## src/rtl/fa_if.sv

```systemverilog
// fa_if: operand/result bundle for the fa adder.
interface fa_if #(parameter int WIDTH = 1);
  logic [WIDTH-1:0] a;
  logic [WIDTH-1:0] b;
  logic [WIDTH-1:0] sum;
  logic c_in;
  logic in_valid;
  logic c_out;
  logic out_valid;
  modport master (output a, b, c_in, in_valid, input sum, c_out, out_valid);
  modport slave (input a, b, c_in, in_valid, output sum, c_out, out_valid);
endinterface

```

## src/rtl/fa.sv

```systemverilog
// fa: ripple-carry adder of WIDTH full-adder cells with optional registered outputs.
module fa #(
  parameter int WIDTH = 1,
  parameter bit REG_OUT = 1
) (
  input logic clk,
  input logic rst,
  fa_if.slave bus
);
  logic [WIDTH:0] carry;
  logic [WIDTH-1:0] sum_d;
  assign carry[0] = bus.c_in;
  for (genvar i = 0; i < WIDTH; i++) begin : g_cell
    assign sum_d[i] = bus.a[i] ^ bus.b[i] ^ carry[i];
    assign carry[i+1] = (bus.a[i] & bus.b[i]) | (bus.a[i] & carry[i]) | (bus.b[i] & carry[i]);
  end
  if (REG_OUT) begin : g_reg
    logic [WIDTH-1:0] sum_q;
    logic c_out_q;
    logic out_valid_q;
    // result registers load only on valid input, so idle-cycle X never reaches them
    always_ff @(posedge clk) begin
      if (rst) begin
        sum_q <= '0;
        c_out_q <= 1'b0;
        out_valid_q <= 1'b0;
      end else begin
        out_valid_q <= bus.in_valid;
        if (bus.in_valid) begin
          sum_q <= sum_d;
          c_out_q <= carry[WIDTH];
        end
      end
    end
    assign bus.sum = sum_q;
    assign bus.c_out = c_out_q;
    assign bus.out_valid = out_valid_q;
  end else begin : g_comb
    assign bus.sum = sum_d;
    assign bus.c_out = carry[WIDTH];
    assign bus.out_valid = bus.in_valid;
  end
endmodule

```

## src/flat_wrapper.sv

```systemverilog
// flat-port wrapper written by rule: the top's interface ports become plain ports
module fa_flat 
#(
  parameter int WIDTH = 1,
  parameter bit REG_OUT = 1
)
  (clk, rst, bus_a, bus_b, bus_c_in, bus_in_valid, bus_sum, bus_c_out, bus_out_valid);
  fa_if #(.WIDTH(WIDTH)) bus_i ();
  input logic clk;
  input logic rst;
  input wire logic [$bits(bus_i.a)-1:0] bus_a;
  input wire logic [$bits(bus_i.b)-1:0] bus_b;
  input wire logic [$bits(bus_i.c_in)-1:0] bus_c_in;
  input wire logic [$bits(bus_i.in_valid)-1:0] bus_in_valid;
  output wire logic [$bits(bus_i.sum)-1:0] bus_sum;
  output wire logic [$bits(bus_i.c_out)-1:0] bus_c_out;
  output wire logic [$bits(bus_i.out_valid)-1:0] bus_out_valid;
  assign bus_i.a = bus_a;
  assign bus_i.b = bus_b;
  assign bus_i.c_in = bus_c_in;
  assign bus_i.in_valid = bus_in_valid;
  assign bus_sum = bus_i.sum;
  assign bus_c_out = bus_i.c_out;
  assign bus_out_valid = bus_i.out_valid;
  fa #(.WIDTH(WIDTH), .REG_OUT(REG_OUT)) u_core (.clk(clk), .rst(rst), .bus(bus_i));
endmodule
```

## config.mk

```make
export PLATFORM = sky130hd
export DESIGN_NAME = fa_flat
export DESIGN_NICKNAME = d
export VERILOG_FILES = /design/src/rtl/fa_if.sv /design/src/rtl/fa.sv /design/src/flat_wrapper.sv
export SDC_FILE = /design/constraint.sdc
export NUM_CORES = 1
export LEC_CHECK = 0
export CAP_MARGIN = 20
export CORE_AREA = 10 10 47 49
export CTS_BUF_LIST = sky130_fd_sc_hd__clkbuf_16
export DETAILED_ROUTE_END_ITERATION = 12
export DIE_AREA = 0 0 57 59
export DONT_BUFFER_PORTS = 1
export PLACE_DENSITY_LB_ADDON = 0.12
export SYNTH_ARGS = -nofsm -noshare
export SYNTH_HDL_FRONTEND = slang
export SYNTH_SLANG_ARGS = --single-unit
export TNS_END_PERCENT = 100
```

## constraint.sdc

```tcl
create_clock -name clk -period 0.95 [get_ports clk]
set_input_delay 0.19 -clock clk [delete_from_list [all_inputs] [get_ports clk]]
set_output_delay 0.19 -clock clk [all_outputs]
set_load 0.01 [all_outputs]
```

==> impl_metrics.yaml <==
run_status:
  run_status: "complete, no violations"
floorplan:
  die_y_um: 59
  die_w_um: 57
  start_util: 0.0812
  rows: 14
  ios: 9
  coreArea_mm2: 0.00140
  die_area_mm2: 0.00336
global_routing:
  grt_pass1_wl_um: 524
  grt_pass1_vias: 106
  grt_max_degree: 4
  met2_usage: 0.0326
  use_met3: 0.0300
  gr-usage-all-layers: 0.0267
  gr-usage-met1: 0.0142
  grt-busiest-layer: "met4"
  antenna_found_initial: 0
  grt.overflow.total: 0
drt:
  vias: 81
  viasPerCell: 2.79
  drtAntennaViolNets: 0
  totalWireLength_um: 361
  drc: 0
  first_pass_iters: 2
  drtIter0Drc: 1
  wire_per_inst_um: 12.4
pwr:
  p_int_mw: 0.691
  pwr-share-comb: 0.023
  p_leak_nw: 0.0921
  power_frac_seq: 0.178
  p_switching_mw: 0.137
  cellPowerDensity_mw_per_mm2: 3890
  switching_share: 0.165
  ir_drop_uv: 724
  power.share.clock: 0.799
  p_total_mw: 0.828
sta:
  maxSlewViolCount: 0
  max_freq_ghz: 1.25
  hold_viol_final: 0
  maxSlewHeadroom: 0.886
  hold-worst-slack_ns: 0.0334
  rsz0062_at_grt: "no"
  fin_skew_ns: 0
  tightest_slew_ns: 0.170
  min_period_over_period: 0.845
  timing.final.ws_setup_ns: 0.147
  finalSetupViolations: 0
  finalCriticalPeriod_ns: 0.803
finish:
  drive_gt1_frac: 0.231
  syn2layout_area_growth_pct: 86.8
  antenna_cells: 0
  register_area_um2: 60.1
  num-fill-cells: 167
  multi_input_area_um2: 53.8
  layout_common_cells: "clkbuf_16, dfxtp_1, mux2i_1, nor2_1"
  final_util: 0.152
  final_area_um2: 213
  finalNetCount: 21
placed_design:
  io_buffers: 0
  dpl_cell_area_um2: 134
  gp_congestion: 0.527
  dp_slack_ns: -0.0378
synth:
  ys_seq_area_frac: 0.527
  ys_seq_elements: 3
  yosys_warnings: 0
  netlist_instances: 9
  syn_avg_cell_area_um2: 12.7
  synth_cell_types: 5
  synth_area_um2: 114
  synth_fp_nets: 16
worst_setup_path:
  ff2ff_setup_slack_ns: 0.31
  cp-endpoint: "bus_sum"
  end_kind: "output port"
  cp-start-kind: "flop"
  rr_worst_depth: 2
  critPathMaxFanout: 2
  critical_path_class: "reg2out"
  cp-startpoint: "u_core.bus.sum$_SDFFE_PP0P_"
  r2r_start: "u_core.bus.sum$_SDFFE_PP0P_"
  regToRegEndpoint: "u_core.bus.sum$_SDFFE_PP0P_"
  required_ns: 0.76
  worstPathArrival_ns: 0.61
  cp.depth: 0
clock_network:
  htree_num_levels: 1
  cts_setup_buffers: 0
  clk_pin_slew_ns: 0.03
  cts_tree: "built"
  cts-buffers-inserted: 3
  ctsHoldBuffers: 0
  clock-sinks: 3
  worstSkewPairLatency_ns: 0.22
  cts-root-buf: "clkbuf_16"
  post_cts_resized: 0
  clk_path_buf_depth: 2
min_path:
  hp-start: "rst"
  hp-class: "in2reg"
job:
  max_cap_viol_count: 0
==> through the flow <==
step	setup TNS (ns)	std cells
floorplan	0	9
global placement	-0.0216	25
detailed placement	-0.0378	25
CTS	0	29
global route	0	29
finish	0	29
==> state kept, by name, indices dropped and copies added (netlist names) <==
name / flops
u_core.bus.sum: 1
u_core.bus.c_out: 1
u_core.bus.out_valid: 1
==> power groups by stage <==
stage                     logic, mW  registers [mW]  clock network (mW)
after floorplan              0.0153           0.146                   0
after global placement       0.0197           0.149                   0
after detailed placement     0.0202           0.149                   0
after CTS                    0.0204           0.148               0.670
after global routing         0.0233           0.149               0.682
final                        0.0193           0.147               0.662
==> area by class of cell <==
type                       count  area share
clock buffer                   3       0.353
sequential                     3       0.282
multi-input combinational      6       0.253
tap                           16      0.0941
clock inverter                 1      0.0176
==> logic make-up (layout without fill, tap and decap cells) <==
group	after synthesis	in the layout	synth area share
adders and majority gates	1	1	0.176
and+or+nand+nor	3	3	0.121
DFF	3	3	0.527
muxes	2	2	0.176
buffers and inverters	0	4	0
==> worst min path at each step <==
stage          cells after the start                         endpoint  slack (ns)
3_3_place_gp                       1  u_core.bus.out_valid$_SDFF_PP0_        0.26
4_1_cts                            1  u_core.bus.out_valid$_SDFF_PP0_        0.03
6_report                           1  u_core.bus.out_valid$_SDFF_PP0_        0.03
5_1_grt                            1  u_core.bus.out_valid$_SDFF_PP0_        0.03
2_1_floorplan                      1  u_core.bus.out_valid$_SDFF_PP0_        0.26
3_5_place_dp                       1    u_core.bus.c_out$_SDFFE_PP0P_        0.26
==> synth_stat cells <==
cell     number  area (um^2)
dfxtp_1       3         60.1
fa_1          1         20.0
mux2i_1       2         20.0
nor2_1        2         7.51
nor2b_1       1         6.26
==> per-layer routing <==
metal | wire length [um] | share of wire
met4 | 25 | 0.069
met5 | 0 | 0
met2 | 194 | 0.54
met1 | 93 | 0.26
met3 | 48 | 0.13
Power figures use the tool's default switching activity.
